===== config.mk =====
export PLATFORM = sky130hd
export DESIGN_NAME = updi_op_sequencer
export DESIGN_NICKNAME = d
export VERILOG_FILES = /design/src/rtl/updi_seq_pkg.sv /design/src/rtl/updi_timeout_counter.sv /design/src/rtl/updi_op_sequencer.sv
export SDC_FILE = /design/constraint.sdc
export NUM_CORES = 1
export LEC_CHECK = 0
export ABC_CLOCK_PERIOD_IN_PS = 4950
export CAP_MARGIN = 20
export CORE_ASPECT_RATIO = 0.7
export CORE_MARGIN = 4
export CORE_UTILIZATION = 23
export CTS_CLUSTER_DIAMETER = 50
export DETAILED_ROUTE_END_ITERATION = 6
export PLACE_DENSITY = 0.54
export SYNTH_ARGS = -nofsm -noshare
export SYNTH_HDL_FRONTEND = slang
export SYNTH_SLANG_ARGS = --single-unit

===== constraint.sdc =====
create_clock -name clk -period 4.95 [get_ports clk]
set_clock_uncertainty 0.2 [all_clocks]
set_input_delay 0.99 -clock clk [delete_from_list [all_inputs] [get_ports clk]]
set_output_delay 0.99 -clock clk [all_outputs]
set_load 0.02 [all_outputs]

===== src/rtl/updi_seq_pkg.sv =====
// updi_seq_pkg: shared op, state and UPDI field encodings for the op sequencer
package updi_seq_pkg;
  typedef enum logic [1:0] {OP_LDCS, OP_STCS, OP_LDS, OP_STS} op_t;
  typedef logic [2:0] seq_state_t;
  localparam seq_state_t S_IDLE     = 3'd0;
  localparam seq_state_t S_TX_START = 3'd1;
  localparam seq_state_t S_TX_BUSY  = 3'd2;
  localparam seq_state_t S_TX_DONE  = 3'd3;
  localparam seq_state_t S_RX_START = 3'd4;
  localparam seq_state_t S_RX_WAIT  = 3'd5;
  localparam seq_state_t S_RESP     = 3'd6;
  localparam logic [1:0] UPDI_SIZE_BYTE = 2'b00;
  localparam logic [1:0] UPDI_SIZE_WORD = 2'b01;
  localparam logic [2:0] INSN_LDS  = 3'b000;
  localparam logic [2:0] INSN_STS  = 3'b010;
  localparam logic [2:0] INSN_LDCS = 3'b100;
  localparam logic [2:0] INSN_STCS = 3'b110;
  function automatic logic [2:0] op_opcode(op_t op);
    return op == OP_LDS ? INSN_LDS : op == OP_STS ? INSN_STS : op == OP_LDCS ? INSN_LDCS : INSN_STCS;
  endfunction
endpackage


===== src/rtl/updi_timeout_counter.sv =====
// updi_timeout_counter: per-state wait counter, saturates at its terminal count
module updi_timeout_counter #(
  parameter int TIMEOUT_CYCLES = 65535
) (
  input  logic clk,
  input  logic rst,
  input  logic i_clear,
  input  logic i_enable,
  output logic o_tc
);
  localparam int W = $clog2(TIMEOUT_CYCLES + 1);
  localparam logic [W-1:0] TC = W'(TIMEOUT_CYCLES - 1);
  logic [W-1:0] r_cnt;
  assign o_tc = r_cnt == TC;
  always_ff @(posedge clk)
    if (rst || i_clear) r_cnt <= '0;
    else if (i_enable && !o_tc) r_cnt <= r_cnt + 1'b1;
endmodule


===== src/rtl/updi_op_sequencer.sv =====
// updi_op_sequencer: turns one LDCS/STCS/LDS/STS request into updi_interface handshakes and one response
module updi_op_sequencer
  import updi_seq_pkg::*;
#(
  parameter int MAX_DATA_SIZE  = 16,
  parameter int DATA_ADDR_BITS = $clog2(MAX_DATA_SIZE),
  parameter int TIMEOUT_CYCLES = 65535
) (
  input  logic                       clk,
  input  logic                       rst,
  input  logic                       i_req_valid,
  output logic                       o_req_ready,
  input  logic [1:0]                 i_req_op,
  input  logic [3:0]                 i_req_cs_addr,
  input  logic [15:0]                i_req_addr,
  input  logic [7:0]                 i_req_wdata,
  output logic                       o_rsp_valid,
  output logic [7:0]                 o_rsp_rdata,
  output logic                       o_rsp_error,
  output logic [2:0]                 o_instruction,
  output logic [1:0]                 o_size_a,
  output logic [1:0]                 o_size_b,
  output logic [1:0]                 o_ptr,
  output logic [3:0]                 o_cs_addr,
  output logic                       o_sib,
  output logic [1:0]                 o_size_c,
  output logic [8*MAX_DATA_SIZE-1:0] o_data,
  output logic [DATA_ADDR_BITS-1:0]  o_data_len,
  output logic [MAX_DATA_SIZE-1:0]   o_wait_ack_after,
  output logic                       o_tx_start,
  input  logic                       i_tx_ready,
  output logic                       o_rx_start,
  output logic [DATA_ADDR_BITS-1:0]  o_rx_n_bytes,
  input  logic                       i_rx_ready,
  input  logic                       i_ack_error,
  input  logic [7:0]                 i_rx_fifo_data,
  input  logic                       i_rx_fifo_wr_en,
  output logic                       o_rx_fifo_full
);
  seq_state_t r_state, w_next;
  op_t r_op, w_op;
  logic r_err, r_to, r_got, r_rx_fell;
  logic [7:0] r_rdata;
  logic w_tc, w_wait, w_accept, w_read, w_mem, w_adv, w_to, w_err;
  logic [8*MAX_DATA_SIZE-1:0] w_data;
  logic [DATA_ADDR_BITS-1:0] w_len;
  updi_timeout_counter #(.TIMEOUT_CYCLES(TIMEOUT_CYCLES)) u_timeout (
    .clk      (clk),
    .rst      (rst),
    .i_clear  (r_state != w_next),
    .i_enable (w_wait),
    .o_tc     (w_tc)
  );
  assign w_op     = op_t'(i_req_op);
  assign w_mem    = w_op == OP_LDS || w_op == OP_STS;
  assign w_accept = r_state == S_IDLE && i_req_valid;
  assign w_read   = r_op == OP_LDCS || r_op == OP_LDS;
  assign w_wait   = r_state != S_IDLE && r_state != S_RESP;
  assign w_err    = r_err || r_to || (w_read && !r_got);
  // Each transfer only counts as done after its ready has fallen and risen again
  always_comb begin
    w_adv = r_state == S_IDLE     ? i_req_valid :
            r_state == S_TX_START ? i_tx_ready :
            r_state == S_TX_BUSY  ? !i_tx_ready :
            r_state == S_TX_DONE  ? i_tx_ready :
            r_state == S_RX_START ? i_rx_ready :
            r_state == S_RX_WAIT  ? r_rx_fell && i_rx_ready : 1'b1;
    w_to = w_wait && w_tc && !w_adv;
    w_next = w_to                  ? S_RESP :
             !w_adv                ? r_state :
             r_state == S_IDLE     ? S_TX_START :
             r_state == S_TX_START ? S_TX_BUSY :
             r_state == S_TX_BUSY  ? S_TX_DONE :
             r_state == S_TX_DONE  ? (w_read ? S_RX_START : S_RESP) :
             r_state == S_RX_START ? S_RX_WAIT :
             r_state == S_RX_WAIT  ? S_RESP : S_IDLE;
  end
  always_comb begin
    w_data = '0;
    w_data[7:0]   = w_op == OP_STCS ? i_req_wdata : w_mem ? i_req_addr[7:0] : 8'h00;
    w_data[15:8]  = w_mem ? i_req_addr[15:8] : 8'h00;
    w_data[23:16] = w_op == OP_STS ? i_req_wdata : 8'h00;
    w_len = DATA_ADDR_BITS'(w_op == OP_STS ? 3 : w_op == OP_LDS ? 2 : w_op == OP_STCS ? 1 : 0);
  end
  always_ff @(posedge clk)
    if (rst) begin
      r_state          <= S_IDLE;
      r_op             <= OP_LDCS;
      r_err            <= 1'b0;
      r_to             <= 1'b0;
      r_got            <= 1'b0;
      r_rx_fell        <= 1'b0;
      r_rdata          <= 8'h00;
      o_instruction    <= 3'b000;
      o_size_a         <= UPDI_SIZE_BYTE;
      o_cs_addr        <= 4'h0;
      o_data           <= '0;
      o_data_len       <= '0;
      o_wait_ack_after <= '0;
      o_rx_n_bytes     <= '0;
    end else begin
      r_state   <= w_next;
      r_rx_fell <= r_state == S_RX_WAIT && (r_rx_fell || !i_rx_ready);
      if (w_accept) begin
        r_op             <= w_op;
        r_err            <= 1'b0;
        r_to             <= 1'b0;
        r_got            <= 1'b0;
        r_rdata          <= 8'h00;
        o_instruction    <= op_opcode(w_op);
        o_size_a         <= w_mem ? UPDI_SIZE_WORD : UPDI_SIZE_BYTE;
        o_cs_addr        <= w_mem ? 4'h0 : i_req_cs_addr;
        o_data           <= w_data;
        o_data_len       <= w_len;
        o_wait_ack_after <= w_op == OP_STS ? MAX_DATA_SIZE'(6) : '0;
        o_rx_n_bytes     <= DATA_ADDR_BITS'(w_op == OP_LDCS || w_op == OP_LDS);
      end else begin
        if (w_wait && i_ack_error) r_err <= 1'b1;
        if (w_to) r_to <= 1'b1;
        if (r_state == S_RX_WAIT && i_rx_fifo_wr_en && !r_got) begin
          r_rdata <= i_rx_fifo_data;
          r_got   <= 1'b1;
        end
      end
    end
  assign o_req_ready    = r_state == S_IDLE;
  assign o_rsp_valid    = r_state == S_RESP;
  assign o_rsp_error    = o_rsp_valid && w_err;
  assign o_rsp_rdata    = (o_rsp_valid && !w_err) ? r_rdata : 8'h00;
  assign o_tx_start     = r_state == S_TX_START && i_tx_ready;
  assign o_rx_start     = r_state == S_RX_START && i_rx_ready;
  assign o_size_b       = UPDI_SIZE_BYTE;
  assign o_ptr          = 2'b00;
  assign o_sib          = 1'b0;
  assign o_size_c       = 2'b00;
  assign o_rx_fifo_full = 1'b0;
endmodule


== Word level (Yosys, flattened, before mapping) ==
Index checks and enable logic that the tools add are counted.
Cells by class
  $add $sub $neg: 1
  eq/ne operators: 13
  multiplexer cells: 29
  reduce and logical (&&, ||, !) cells: 33
Operator list (number)
  8-bit two-way mux: 5
  3-bit two-way mux: 11
  16-bit by 1-bit adder with 16-bit output (second input constant): 1
  16-bit equality test (second input constant): 1
  1-bit logical AND: 15
  3-bit equality test (second input constant): 3
  1-bit two-way mux: 8
  2-bit two-way mux: 4
  1-bit logical OR: 7
  2-bit equality test (second input constant): 3
  3-bit by 2-bit equality test with 1-bit output (second input constant): 2
  1-bit zero test: 6
  2-bit zero test: 2
  4-bit two-way mux: 1
  3-bit by 1-bit equality test with 1-bit output (second input constant): 1
  3-bit zero test: 1
  3-bit inequality test: 1
  3-bit inequality test (second input constant): 1
  3-bit nonzero test: 1
  2-bit by 1-bit equality test with 1-bit output (second input constant): 1
  2-bit OR reduction: 1
Storage, ports and cells
  flip-flop bits (word level): 87
  input bits: 45
  output and inout bits: 182
  logic and storage cells: 91

== Logic depth before layout (Yosys ltp) ==
  depth in word-level cells: 12
  mapped depth: 8
  gate-level depth less buffers: 7

== Cells and area by module ==
From an unflattened synthesis, not the netlist that was laid out.
Unflattened totals
  cells, all modules: 488
  area, all modules: 4047.6 um^2
By module, submodules not included
  updi_op_sequencer: times used 1, cells each 388, area an instance 3186.8 um^2, sequential area each 1021.0 um^2
  updi_timeout_counter: times used 1, cells each 100, area an instance 860.8 um^2, sequential area each 320.3 um^2

== Least setup slack after synthesis ==
OpenSTA, ideal clock, no wires.
  path type: in2out
  start: input port i_tx_ready
  end: output port o_tx_start
  arrival time: 1703 ps
  data required time: 3760 ps
  path slack: 2057 ps
  stages: 1
  buffers on the path: 0
  path through: nor4bb_1
On the way
  cells in the longest elaborated chain, start to end: 1
Ends and longest elaborated chain
  start, declared: line updi_op_sequencer.sv:31  | input logic i_tx_ready,
  1-bit logical AND: line updi_op_sequencer.sv:130  | assign o_tx_start = r_state == S_TX_START && i_tx_ready;
  end, declared: line updi_op_sequencer.sv:30  | output logic o_tx_start,
No other way between the ends.

== Worst setup path after layout ==
  start: register r_state[1]
  end: output port o_rsp_rdata[7]
On the way
  cells in the longest elaborated chain, start to end: 3
Ends and longest elaborated chain
  start, declared: line updi_op_sequencer.sv:40  | seq_state_t r_state, w_next;
  start signal, assigned: line updi_op_sequencer.sv:102  | r_state <= w_next;
  3-bit equality test: line updi_op_sequencer.sv:127  | assign o_rsp_valid = r_state == S_RESP;
  1-bit logical AND: line updi_op_sequencer.sv:129  | assign o_rsp_rdata = (o_rsp_valid && !w_err) ? r_rdata : 8'h00;
  8-bit two-way mux: line updi_op_sequencer.sv:129
  end, declared: line updi_op_sequencer.sv:18  | output logic [7:0] o_rsp_rdata,
No other way between the ends.

==> run metrics <==
status=completed; CTS max path bufs=2; IO Port Bufs=between 90 and 100; setup slack, reg-to-reg=a little over 2000 ps; DRC=0; Setup Fix Bufs, Post-CTS=0; final hold slack=~250 ps; VDD IR max=roughly 0.00013 V; synthesized flop and latch total=67; worst path bufs/invs=1; CTS resizes=0; CTS Hold Buffers Added=0; Mapped Cells=about 490; drt first pass iters=4; Vias/cell=about 3.9; synthesized area=approximately 4000 sq um; CP startpoint=r_state[1]; Fin. Hold Viols=0; register area share after synthesis=about a third; Crit Reg-Reg Endpoint=u_timeout.r_cnt[10]; crit path capture type=primary output; fin area=4905 sq um; Tot GR Track Use=about a tenth; MaxCap Viol Count=0; ant diodes=0; FF-to-FF path depth=6; share of power burned in combinational logic=between 20% and 30%; number of synthesized flops with an enable pin=0; starting density of the core=between 20% and 30%; Cell Int Power=1.169 mW; Core Box Area=16590 sq um; Syn Area/Cell=about 8.1 sq um; grt ovf=0; CTS H-tree lvls=3; grt met1 use=about 15%; Clock Latency Late Sink=330 ps; routability congestion estimate=between 0.8 and 0.9; gr busiest metal=met1; switching pwr=0.5572 mW; Slowest Stage Delay on Critical Path=between 600 and 700 ps; Worst-path clk slew=roughly 60 ps; pwr dens=about 350 nW/um^2; Worst setup endpoint=o_rsp_rdata[7]; clock buffer count from CTS=9; Tightest Pin Transition=between 900 and 1000 ps; number of global-route vias before repair=between 2000 and 3000; crit share post-route=roughly three quarters; area growth from synthesis to layout=24.05%; Seq pwr share=roughly a third; final WL=10.39 mm; crit-path max FO=16; Post-DRT Antenna Nets=0; Sw Ratio=approximately a third; crit path DAT=2520 ps; Die X=approximately 160 microns; slowest CP cell=dfxtp_1; Leak Pwr=around 1.9 nW; initial antenna violation count=0; met2 GRT Util=between 10 and 15%; Slew Limit Fails=0; WL/cell=approximately 13 microns; reg2reg start=r_state[1]; Top FF cell, synth=dfxtp_1; Slew headroom=just under 40%; first-pass GRT wire length=approximately 16 mm; DR iter-0 viols=187; Hold Path Stages=2; Final min period=~3700 ps; overall die height=117.7 microns; largest net degree at the start of global routing=between 40 and 50; # setup viols final=0; fmax=between 200 and 300 MHz; clock tree root driver cell=clkbuf_16; RSZ-0062 raised after global routing=no; share of layout cells above drive strength 1=approximately 5.2%; Setup Crit Path Kind=reg -> out; Req. time, crit path=3760 ps; clk sinks=67; startpoint types=register; asr flop ratio synth=0%; grt met3 use=around 4.7%; DP HPWL=7.697 mm; YS warnings=0; Rows=39; CTS tree=built; CP delay by family, top=simple AND/OR/NAND/NOR gates; Clock Power Share=around two fifths; count of cell types in the netlist=~50; Min-Delay Path Class=reg -> reg; io pins=approximately 230; via count=around 3100; final net count=618; stages on the worst setup path=4; final setup TNS=0 ps; crit-path cells=nand2_1 > nor2_1 > and3_1 > clkdlybuf4s50_1; placed inst area=4577 sq um; die footprint=19390 sq um
==> sequential cells by signal, indices dropped and copies added, names as in the netlist <==
name / count
o_cs_addr: 4
o_data: 24
o_size_a: 1
r_rdata: 8
r_state: 3
o_rx_n_bytes: 1
o_data_len: 2
r_to: 1
o_wait_ack_after: 1
u_timeout.r_cnt: 16
o_instruction: 2
r_got: 1
r_err: 1
r_op: 1
r_rx_fell: 1
==> final cells by class <==
type                    instances  area [sq um]
fillers                      1807         11690
multi-input cells             389          1959
flip-flops and latches         67          1341
repair buffers                 99         975.9
well taps                     225         281.5
clock buffers                  10         239.0
clock inverters                 6         88.84
inverters                       5         18.77
==> worst register-to-register path, stage by stage, from the launching register on <==
cell and delay (ps):
dfxtp_1 660, or4b_1 210, buf_4 390, nand2_2 270, or3_1 590, a21o_1 280, nor3_1 200
==> layout by cell type, fill, tap and decap left out, types with 2 or more instances in the layout <==
| cell type | instances |
|---|---|
| clkbuf_16 | 9 |
| nand4_1 | 2 |
| bufinv_16 | 2 |
| nor3_1 | 20 |
| a21oi_1 | 38 |
| nor3_2 | 2 |
| dfxtp_1 | 67 |
| a41oi_1 | 2 |
| nand3_1 | 24 |
| nor4_1 | 4 |
| nor3b_1 | 5 |
| clkdlybuf4s50_1 | 93 |
| mux2i_1 | 10 |
| inv_1 | 5 |
| a32o_1 | 2 |
| nor2b_1 | 6 |
| clkinvlp_4 | 2 |
| ha_1 | 2 |
| a211oi_1 | 2 |
| nand2_1 | 34 |
| buf_4 | 6 |
| a221oi_1 | 8 |
| and2_1 | 3 |
| nor2_1 | 36 |
| o21ai_0 | 11 |
| a31oi_1 | 5 |
| or3_1 | 3 |
| nor4b_1 | 2 |
| conb_1 | 133 |
| xnor2_1 | 4 |
| and3_1 | 11 |
==> cells by family after synthesis <==
group / count (synthesis) / share of synthesized area, %
buf+inv: 167 / 29.05
mux: 10 / 2.532
fa+ha+maj: 2 / 0.6328
simple gates: 164 / 21.08
flops: 67 / 33.92
xor+xnor: 4 / 0.8860
compound gates: 76 / 11.80
other cells: 1 / 0.09485
==> synthesized netlist by cell type, types with 3 or more instances <==
master    instances  area, sq um
buf_4           135         1013
or3_1             3        18.77
inv_1             5        18.77
nand2_1          34        127.6
mux2i_1          10        100.1
o21ai_0          11        55.05
nor2_1           36        135.1
nor3_1           20        100.1
dfxtp_1          67         1341
a21oi_1          38        190.2
and3_1           11        68.82
nor3b_1           5        37.54
clkbuf_1         18        67.56
and2_1            3        18.77
nor4_1            4        25.02
buf_2             6        30.03
xnor2_1           4        35.03
a221oi_1          8        70.07
nor2b_1           6        37.54
nand3_1          24        120.1
a31oi_1           5        31.28
==> per-layer routing <==
layer	part of all wire [%]	vias to the layer above
met4	1.0	0
met1	47	1443
met5	0	-
met3	10	8
li1	-	1568
met2	42	127
==> metrics by stage <==
stage	util [%]	setup slack (ps)	total power [mW]	std cells
global route	29.56	1059	1.818	801
global placement	27.59	1348	1.041	785
finish	29.56	1242	1.726	801
detailed placement	27.59	1336	1.038	785
CTS	29.56	1227	1.751	801
floorplan	-	2057	0.9646	623
==> worst min path at each step <==
| stage | from | to |
|---|---|---|
| 3_5_place_dp | r_rx_fell | r_rx_fell |
| 6_report | o_data[14] | o_data[14] |
| 4_1_cts | o_data[14] | o_data[14] |
| 5_1_grt | r_rx_fell | r_rx_fell |
| 2_1_floorplan | r_rx_fell | r_rx_fell |
| 3_3_place_gp | o_data[18] | o_data[18] |
==> power groups by stage <==
stage / Clock, mW / Combinational (mW) / Sequential, mW
floorplan: 0 / 0.332 / 0.633
global placement: 0 / 0.433 / 0.608
detailed placement: 0 / 0.430 / 0.607
CTS: 0.723 / 0.432 / 0.596
global route: 0.746 / 0.471 / 0.601
finish: 0.699 / 0.431 / 0.596
(Power assumes the default switching activity.)
